**src/rtl/countdown_timer_pkg.sv**
```systemverilog
// Shared definitions for the countdown timer slice.
//   state_t      : controller states (IDLE, RUN, PAUSE, DONE)
//   COUNT_W      : width of the count bus feeding the segment converter
//   MAX_COUNT    : largest value the downstream converter accepts
//   clamp_count  : saturates a requested load value to MAX_COUNT
package countdown_timer_pkg;

  localparam int unsigned COUNT_W   = 7;
  localparam int unsigned MAX_COUNT = 29;

  localparam logic [COUNT_W-1:0] MAX_COUNT_V = COUNT_W'(MAX_COUNT);

  typedef enum logic [1:0] {
    IDLE  = 2'd0,
    RUN   = 2'd1,
    PAUSE = 2'd2,
    DONE  = 2'd3
  } state_t;

  function automatic logic [COUNT_W-1:0] clamp_count(input logic [COUNT_W-1:0] v);
    return (v > MAX_COUNT_V) ? MAX_COUNT_V : v;
  endfunction

endpackage

```
**src/rtl/countdown_timer_tick_gen.sv**
```systemverilog
// Prescaler producing one tick every TICK_DIV enabled cycles.
//   clk  : system clock
//   rst  : synchronous active-high reset, prescaler -> 0
//   en   : advance the prescaler this cycle
//   clr  : force the prescaler to 0 (overrides en)
//   tick : high in the enabled cycle where the prescaler wraps
module countdown_timer_tick_gen #(
  parameter int unsigned TICK_DIV = 50_000_000
) (
  input  logic clk,
  input  logic rst,
  input  logic en,
  input  logic clr,
  output logic tick
);

  // A divide-by-one still needs a 1-bit register; it simply never leaves 0.
  localparam int unsigned PRE_W = (TICK_DIV > 1) ? $clog2(TICK_DIV) : 1;
  localparam logic [PRE_W-1:0] LAST = PRE_W'(TICK_DIV - 1);

  logic [PRE_W-1:0] pre;

  always_ff @(posedge clk) begin
    if (rst || clr) begin
      pre <= '0;
    end else if (en) begin
      if (pre == LAST) begin
        pre <= '0;
      end else begin
        pre <= pre + PRE_W'(1);
      end
    end
  end

  assign tick = en && !clr && (pre == LAST);

endmodule

```
**src/rtl/countdown_timer.sv**
```systemverilog
// Loadable 0..29 countdown timer with a one-second tick prescaler.
//   clk      : system clock (rising edge)
//   rst      : synchronous active-high reset
//   start    : begin / resume counting
//   pause    : freeze counting while running
//   load     : load load_val when not running
//   load_val : value to load, saturated to 29
//   count    : current value, always 0..29 (registered)
//   running  : high only in RUN (registered)
//   done     : one-cycle pulse as count reaches 0 from RUN (registered)
// Control priority each cycle: rst > load > pause > start.
module countdown_timer
  import countdown_timer_pkg::*;
#(
  parameter int unsigned TICK_DIV  = 50_000_000,
  parameter int unsigned START_VAL = 29
) (
  input  logic               clk,
  input  logic               rst,
  input  logic               start,
  input  logic               pause,
  input  logic               load,
  input  logic [COUNT_W-1:0] load_val,
  output logic [COUNT_W-1:0] count,
  output logic               running,
  output logic               done
);

  localparam logic [COUNT_W-1:0] START_CNT = COUNT_W'(START_VAL);

  state_t state;

  logic tick;
  logic tick_en;
  logic tick_clr;
  logic load_ok;
  logic restart;

  always_comb begin
    load_ok  = 1'b0;
    restart  = 1'b0;
    tick_en  = 1'b0;
    tick_clr = 1'b0;
    // Load is ignored while running; elsewhere it beats pause and start.
    load_ok  = load && (state != RUN);
    // A start out of IDLE or DONE begins a fresh second; a resume from
    // PAUSE keeps the partially elapsed prescaler value.
    restart  = !load_ok && !pause && start && ((state == IDLE) || (state == DONE));
    // No tick in the cycle pause is sampled, so the prescaler holds.
    tick_en  = (state == RUN) && !pause;
    tick_clr = load_ok || restart;
  end

  countdown_timer_tick_gen #(
    .TICK_DIV (TICK_DIV)
  ) u_tick_gen (
    .clk  (clk),
    .rst  (rst),
    .en   (tick_en),
    .clr  (tick_clr),
    .tick (tick)
  );

  always_ff @(posedge clk) begin
    if (rst) begin
      state   <= IDLE;
      count   <= START_CNT;
      running <= 1'b0;
      done    <= 1'b0;
    end else begin
      done <= 1'b0;
      unique case (state)
        IDLE: begin
          if (load_ok) begin
            count <= clamp_count(load_val);
          end else if (restart) begin
            if (count == '0) begin
              count <= START_CNT;
            end
            state   <= RUN;
            running <= 1'b1;
          end
        end

        RUN: begin
          if (pause) begin
            state   <= PAUSE;
            running <= 1'b0;
          end else if (tick && (count != '0)) begin
            count <= count - COUNT_W'(1);
            if (count == COUNT_W'(1)) begin
              state   <= DONE;
              running <= 1'b0;
              done    <= 1'b1;
            end
          end
        end

        PAUSE: begin
          if (load_ok) begin
            count <= clamp_count(load_val);
            state <= IDLE;
          end else if (!pause && start) begin
            state   <= RUN;
            running <= 1'b1;
          end
        end

        DONE: begin
          if (load_ok) begin
            count <= clamp_count(load_val);
            state <= IDLE;
          end else if (restart) begin
            count   <= START_CNT;
            state   <= RUN;
            running <= 1'b1;
          end
        end

        default: begin
          state   <= IDLE;
          running <= 1'b0;
        end
      endcase
    end
  end

endmodule
```
**config.mk**
```make
export PLATFORM = sky130hd
export DESIGN_NAME = countdown_timer
export DESIGN_NICKNAME = d
export VERILOG_FILES = /design/src/rtl/countdown_timer_pkg.sv /design/src/rtl/countdown_timer_tick_gen.sv /design/src/rtl/countdown_timer.sv
export SDC_FILE = /design/constraint.sdc
export NUM_CORES = 1
export LEC_CHECK = 0
export CAP_MARGIN = 20
export CORE_MARGIN = 1
export CORE_UTILIZATION = 39
export CTS_BUF_LIST = sky130_fd_sc_hd__clkbuf_8
export DETAILED_ROUTE_END_ITERATION = 16
export GPL_ROUTABILITY_DRIVEN = 0
export PLACE_DENSITY_LB_ADDON = 0.2
export SYNTH_ARGS = -nofsm -noshare
export SYNTH_HDL_FRONTEND = slang
export SYNTH_SLANG_ARGS = --single-unit
```
**constraint.sdc**
```tcl
create_clock -name clk -period 5.7 [get_ports clk]
set_clock_uncertainty 0.15 [all_clocks]
set_input_delay 1.425 -clock clk [delete_from_list [all_inputs] [get_ports clk]]
set_output_delay 1.425 -clock clk [all_outputs]
set_load 0.02 [all_outputs]
```
==> flow_summary.ini, run 1 <==
[yosys]
synth_area_mm2 = 0.00226
synth_seq_area_share = 0.328
synth_nets = 291
synthDistinctLibCells = 58
ys_ff_latch = 37
ys.warnings.count = 0
ys_async_sr_fraction = 0
synthFlopType = dfxtp_1
synthCells = 271
yosysMostFrequentCell = nor2_1
synthTopCellsByArea = dfxtp_1 (33%), xnor2_1 (8.2%), nor2_1 (7.5%)
synth_common_cells = nor2_1 (45), dfxtp_1 (37), xnor2_1 (21), nand2_1 (13), nand3_1 (13)
synth_area_per_cell_um2 = 8.32
synth.largest_area_cell = dfxtp_1
yosysTopAreaCellShare = 0.328
synth_edf_count = 0

[floorplanning]
rows = 27
die_h_um = 78.1
initial_core_util = 0.407
die_area_mm2 = 0.00609
core_area_mm2 = 0.00554
num_io_pins = 21
fp.dieW_um = 78.1

[global_routing]
overflow = 0
antenna_found_initial = 0
grt_pass1_wl_um = 8500
grt_max_degree = 26
grt_util_all_layers = 0.176
grt_pass1_vias = 1797

[route]
drc_errors = 0
dr.first_iter.drc_count = 101
drt_wl_total_um = 4880
met2_length_um = 2120
vias = 1925
wl_per_cell_um = 13.6
routedLengthMet1_um = 2610
drt_pass1_iterations = 4
wl_met3_um = 119
maxUsedRoutingLayer = met4
viasPerCell = 5.38
final_antenna_net_count = 0

[place]
port_buffers = 20
hpwl_um = 3560

[critical_path]
path_cells = clkdlybuf4s50_1, nor2b_1, nand4_2, nor4_2, a31o_2, a21oi_1
arrival_ns = 3.60
slowest_delay_ns = 0.54
startpoint_type = input pin
crit_type = input pin to register
cp_max_fo = 10
r2r_end = u_tick_gen.pre[25]
end_kind = register
r2r-start = state[1]
rr_worst_depth = 7
worst_path_max_delay_cell = nor2b_1
r2r_slack_ns = 2.79
worst_ep_required_time_ns = 5.67

[clock_network]
clockRootBuffer = clkbuf_8
clockBufferDepth = 2
hold_buffers = 0
post_cts_buffers = 0
clk_pin_slew_worst_paths_ns = 0.06
clkSinkCount = 37
cts_tree = built
cts_buffers = 5
h-tree-depth = 2
cts.repair.resized = 0
insertion_delay_ns = 0.28

[final_layout]
drive_gt1_frac = 0.0769
nNetsFinal = 307
diodes = 0
syn_to_final_growth_pct = 13.6
fin_util = 0.463
num-fill-cells = 553

[timing]
report.final.slew_viol_count = 0
hold_slack_ns = 0.321
hold_violations = 0
rsz0062_at_grt = no
maxSlewHeadroom = 0.416
worst_slew_pin_slew_ns = 0.875
min_period_ns = 3.62
fin_tns_setup_ns = 0
finalSetupViolations = 0
fin_crit_sh = 0.636
fmax_mhz = 276

[pwr]
powerDensity_mw_per_mm2 = 201
peakVddDrop_mv = 0.118
p_leak_nw = 0.816

[outcome]
outcome = finished, final reports clean

[min_path]
worstHoldPathType = register to register
hold_end = u_tick_gen.pre[1]
whs_path_depth = 2
min-delay-start = u_tick_gen.pre[1]

[flow_run]
cap_viol_max_count = 0
[cell usage in the layout (no fill, tap or decap), types with 9 or more instances in the layout]
cell type	Yosys	routed
a21oi_1	10	10
nor3_1	11	11
dfxtp_1	37	37
clkdlybuf4s50_1	0	20
xnor2_1	21	21
o21ai_0	9	9
nand3_1	13	13
nand2_1	13	13
inv_1	12	12
nor2_1	45	45
[flip-flops by register name, indices dropped and copies added (netlist names)]
register / cells
u_tick_gen.pre: 26
count: 7
state: 2
done: 1
running: 1
[through the flow]
| stage | worst slack (ns) | cell area (um^2) | instances | power (mW) |
|---|---|---|---|---|
| 4_1_cts | 2.07 | 2560 | 358 | 0.525 |
| 3_3_place_gp | 1.75 | 2490 | 352 | 0.355 |
| 3_5_place_dp | 1.77 | 2490 | 352 | 0.355 |
| 6_report | 2.08 | 2560 | 358 | 0.515 |
| 5_1_grt | 1.85 | 2560 | 358 | 0.546 |
| 2_1_floorplan | 2.74 | 2260 | 271 | 0.327 |
[worst max-delay path by stage]
stage / from / end
finish: pause / u_tick_gen.pre[25]
global route: pause / u_tick_gen.pre[2]
CTS: pause / u_tick_gen.pre[25]
detailed placement: pause / u_tick_gen.pre[25]
global placement: pause / u_tick_gen.pre[25]
floorplan: pause / count[4]
[kinds of logic after synthesis]
| logic type | synth area share |
|---|---|
| compound gates | 0.151 |
| xor+xnor | 0.0971 |
| simple gates | 0.329 |
| flops | 0.328 |
| fa+ha+maj | 0.0444 |
| mux | 0.00499 |
| buf+inv | 0.0455 |
[metal layers]
| layer | vias up | GRT usage |
|---|---|---|
| met5 | - | 0 |
| met4 | 0 | 0.0500 |
| met3 | 2 | 0.0349 |
| met2 | 22 | 0.262 |
| met1 | 905 | 0.254 |
| li1 | 996 | - |
[layout make-up]
class	instances	area, um^2	share of cell area
clock inverters	1	5.00	0.00195
well taps	72	90.1	0.0352
inverters	12	45.0	0.0176
flip-flops and latches	37	741	0.289
repair buffers	20	200	0.0781
multi-input cells	211	1410	0.551
clock buffers	5	68.8	0.0269
[critical path, delay by kind of cell]
| family | cells | cell delay, ns |
|---|---|---|
| AOI/OAI and AO/OA | 2 | 0.25 |
| buffers and inverters | 1 | 0.51 |
| and+or+nand+nor | 3 | 1.41 |
[power breakdown]
group / switching, mW / leakage [nW] / total [mW] / internal (mW)
clock network: 0.0855 / 0.0399 / 0.166 / 0.0804
registers: 0.00779 / 0.299 / 0.271 / 0.264
logic: 0.0431 / 0.477 / 0.0781 / 0.0350
No activity file was read; power rests on OpenSTA's default activity.
==> run 2: changes to the inputs <==
==> constraint.sdc (replaced) <==
create_clock -name clk -period 3.6 [get_ports clk]
set_clock_uncertainty 0.15 [all_clocks]
set_input_delay 0.9 -clock clk [delete_from_list [all_inputs] [get_ports clk]]
set_output_delay 0.9 -clock clk [all_outputs]
set_load 0.02 [all_outputs]
==> flow_summary.ini, run 2 (synthesized netlist as in run 1, its figures left out) <==
[critical_path]
cp_max_fo = 7
worst_ep_required_time_ns = 3.65
end_kind = register
arrival_ns = 2.94
worst_path_max_delay_cell = or4b_1
path_cells = clkdlybuf4s50_1, nand2b_4, nor4_2, nand3_1, or4b_1, o211ai_1
startpoint_type = input pin
crit_type = input pin to register
crit_buf_inv = 1
crit_family = simple AND/OR/NAND/NOR gates
slowest_delay_ns = 0.54

[clock_network]
cts_tree = built
cts.repair.resized = 0
clkSinkCount = 37
clockBufferDepth = 2
post_cts_buffers = 0
clk_pin_slew_worst_paths_ns = 0.08
hold_buffers = 0
clockRootBuffer = clkbuf_8
cts_buffers = 5
insertion_delay_ns = 0.29
h-tree-depth = 2

[place]
dp_slack_ns = 0.436
placed_area_mm2 = 0.00251
hpwl_um = 3650
dp.cells = 355
port_buffers = 20

[final_layout]
num-fill-cells = 550
layout_commonest_cell = nor2_1
final_cell_mix = nor2_1 (45), dfxtp_1 (37), xnor2_1 (21), clkdlybuf4s50_1 (20)
top_regs = u_tick_gen.pre x26, count x7, state x2
largest_reg_flops = 26
finalNonFillerCells = 363
design_area_mm2 = 0.00261
syn_to_final_growth_pct = 15.6
diodes = 0
regMostFlops = u_tick_gen.pre
drive_gt1_frac = 0.0928
nNetsFinal = 310

[global_routing]
antenna_found_initial = 0
grt_max_degree = 26
overflow = 0
grt_pass1_wl_um = 8750
grt_util_all_layers = 0.179
grt_pass1_vias = 1849

[timing]
finalSetupViolations = 0
setup_ws_ns = 0.718
fin_tns_setup_ns = 0
rsz0062_at_grt = no
worst_slew_pin_slew_ns = 0.513
fmax_mhz = 347
report.final.slew_viol_count = 0
hold_violations = 0
fin_crit_sh = 0.801
min_period_ns = 2.88
maxSlewHeadroom = 0.657

[floorplanning]
initial_core_util = 0.407
core_area_mm2 = 0.00554
fp.dieW_um = 78.1
die_area_mm2 = 0.00609
num_io_pins = 21
die_h_um = 78.1
rows = 27

[pwr]
p_leak_nw = 0.842
powerDensity_mw_per_mm2 = 334
peakVddDrop_mv = 0.168

[route]
viasPerCell = 5.41
dr.first_iter.drc_count = 105
drc_errors = 0
vias = 1963
drt_pass1_iterations = 4
drt_wl_total_um = 5050
wl_per_cell_um = 13.9
final_antenna_net_count = 0

[outcome]
outcome = finished, final reports clean

[min_path]
worstHoldPathType = register to register

[flow_run]
cap_viol_max_count = 0
-- run 2: cell count changes in the layout (fill, tap and decap cells not counted) --
cell      delta
clkinv_4     +1
buf_4        +3
clkbuf_8     +1
-- run 2: area by class of cell --
cell class	count	area, um^2	share of cell area
repair buffers	23	223	0.0854
inverters	12	45.0	0.0173
well taps	72	90.1	0.0345
multi-input cells	211	1410	0.542
flip-flops and latches	37	741	0.284
clock inverters	2	13.8	0.00528
clock buffers	6	82.6	0.0317
-- run 2: metrics by stage --
step / hold WS (ns) / total power [mW] / util
final: 0.335 / 0.870 / 0.471
after global routing: 0.367 / 0.909 / 0.471
after CTS: 0.334 / 0.882 / 0.471
after global placement: 0.317 / 0.568 / 0.453
after floorplan: 0.298 / 0.517 / -
after detailed placement: 0.321 / 0.567 / 0.453
-- run 2: final timing paths --
kind,to,start,slack (ns),cells past startpoint
worst min register to register,u_tick_gen.pre[1],u_tick_gen.pre[1],0.34,2
worst max-delay path,state[1],pause,0.72,6
worst min-delay path,u_tick_gen.pre[1],u_tick_gen.pre[1],0.34,2
worst max register to register,count[4],state[1],0.94,6
-- run 2: worst reg2reg max path: cells and delay by family, from the launching register on --
kind,cells,cell delay [ns]
buffers and inverters,1,0.11
AOI/OAI and AO/OA,3,0.95
DFF,1,0.42
and+or+nand+nor,1,0.48
adders and majority gates,1,0.43
-- run 2: where the power goes --
part	internal [mW]	switching [mW]	total [mW]	leakage, nW
sequential	0.417	0.0126	0.430	0.299
combinational	0.0588	0.0708	0.130	0.492
clock	0.155	0.156	0.311	0.0512
total	0.631	0.239	0.870	0.842
-- run 2: metal layers --
layer | part of all wire | track usage | up-vias
met5 | 0 | 0 | -
met4 | 0.0093 | 0.0481 | 0
met3 | 0.040 | 0.0395 | 5
met2 | 0.43 | 0.268 | 36
met1 | 0.52 | 0.258 | 916
li1 | - | - | 1006
==> run 3: changes to the inputs <==
==> constraint.sdc (replaced) <==
create_clock -name clk -period 2.9 [get_ports clk]
set_clock_uncertainty 0.15 [all_clocks]
set_input_delay 0.725 -clock clk [delete_from_list [all_inputs] [get_ports clk]]
set_output_delay 0.725 -clock clk [all_outputs]
set_load 0.02 [all_outputs]
==> flow_summary.ini, run 3 (synthesized netlist as in run 1, its figures left out) <==
[final_layout]
finalNonFillerCells = 373
largest_reg_flops = 26
syn_to_final_growth_pct = 19.5
nNetsFinal = 320
layout_commonest_cell = nor2_1
diodes = 0
design_area_mm2 = 0.00270
top_regs = u_tick_gen.pre x26, count x7, state x2
final_cell_mix = nor2_1 (45), dfxtp_1 (37), xnor2_1 (21), clkdlybuf4s50_1 (20)
regMostFlops = u_tick_gen.pre
drive_gt1_frac = 0.123

[flow_run]
cap_viol_max_count = 0

[pwr]
powerDensity_mw_per_mm2 = 407
p_leak_nw = 0.894
power_mw = 1.10
peakVddDrop_mv = 0.190

[place]
dp.cells = 365
port_buffers = 20
placed_area_mm2 = 0.00260
hpwl_um = 3780

[critical_path]
path_common_cell = buf_4
arrival_ns = 2.61
cp_max_fo = 6
end_kind = register
worst_path_max_delay_cell = clkdlybuf4s50_1
startpoint_type = input pin
crit_type = input pin to register
worst_ep_required_time_ns = 2.94
slowest_delay_ns = 0.48
path_cells = clkdlybuf4s50_1, buf_4, nor2b_1, nand4_2, buf_4, nor4_1, xnor2_1, nor2_1

[route]
vias = 2011
drt_wl_total_um = 5170
drt_pass1_iterations = 4
final_antenna_net_count = 0
viasPerCell = 5.39
dr.first_iter.drc_count = 139
drc_errors = 0
wl_per_cell_um = 13.9

[min_path]
worstHoldPathType = register to register

[clock_network]
clk_pin_slew_worst_paths_ns = 0.08
insertion_delay_ns = 0.29
clockRootBuffer = clkbuf_8
post_cts_buffers = 0
clkSinkCount = 37
clockBufferDepth = 2
hold_buffers = 0
h-tree-depth = 2
cts.repair.resized = 0
cts_tree = built
cts_buffers = 5

[global_routing]
grt_pass1_vias = 1879
antenna_found_initial = 0
grt_max_degree = 26
grt_pass1_wl_um = 8760
overflow = 0
grt_util_all_layers = 0.182

[floorplanning]
die_h_um = 78.1
die_area_mm2 = 0.00609
core_area_mm2 = 0.00554
fp.dieW_um = 78.1
rows = 27
num_io_pins = 21
initial_core_util = 0.407

[timing]
fin_crit_sh = 0.885
rsz0062_at_grt = no
finalSetupViolations = 0
fmax_mhz = 389
hold_violations = 0
fin_tns_setup_ns = 0
maxSlewHeadroom = 0.707
worst_slew_pin_slew_ns = 0.439
report.final.slew_viol_count = 0
min_period_ns = 2.57

[outcome]
outcome = finished, final reports clean
run 3: changes by cell type in the layout (fill, tap and decap cells not counted), sizes merged:
cell | previous run | this run
buf | 3 | 13
run 3: report_power, final:
group	leakage [nW]	internal (mW)	switching (mW)
Combinational	0.544	0.0849	0.0906
Sequential	0.299	0.518	0.0157
Clock	0.0512	0.193	0.196
run 3: through the flow:
| step | hold slack [ns] | utilization | worst slack [ns] |
|---|---|---|---|
| 2_1_floorplan | 0.298 | - | 0.555 |
| 3_3_place_gp | 0.310 | 0.469 | 0.108 |
| 3_5_place_dp | 0.318 | 0.469 | 0.0649 |
| 4_1_cts | 0.329 | 0.486 | 0.355 |
| 5_1_grt | 0.374 | 0.486 | 0.246 |
| 6_report | 0.323 | 0.486 | 0.332 |
run 3: path summary, 6_finish.rpt:
kind / startpoint / endpoint / slack [ns] / depth (start not counted)
worst max register to register: state[1] / u_tick_gen.pre[17] / 0.42 / 8
worst min-delay path: u_tick_gen.pre[1] / u_tick_gen.pre[1] / 0.32 / 2
worst max-delay path: pause / u_tick_gen.pre[17] / 0.33 / 8
worst min register to register: u_tick_gen.pre[1] / u_tick_gen.pre[1] / 0.32 / 2
run 3: area by class of cell:
| cell class | count | area, um^2 |
|---|---|---|
| clock buffer | 6 | 82.6 |
| clock inverter | 2 | 13.8 |
| fill | 552 | 2850 |
| inverter | 12 | 45.0 |
| multi-input combinational | 211 | 1410 |
| sequential | 37 | 741 |
| tap | 72 | 90.1 |
| timing repair buffer | 33 | 310 |
run 3: worst max-delay path, delay by kind of cell:
kind | cells | cell delay, ns
buf+inv | 3 | 0.89
simple gates | 4 | 0.82
xor+xnor | 1 | 0.19
run 3: routing by layer:
layer	share of wire	track usage
met5	0	0
met4	0.016	0.0667
met3	0.055	0.0372
met2	0.42	0.262
met1	0.51	0.265
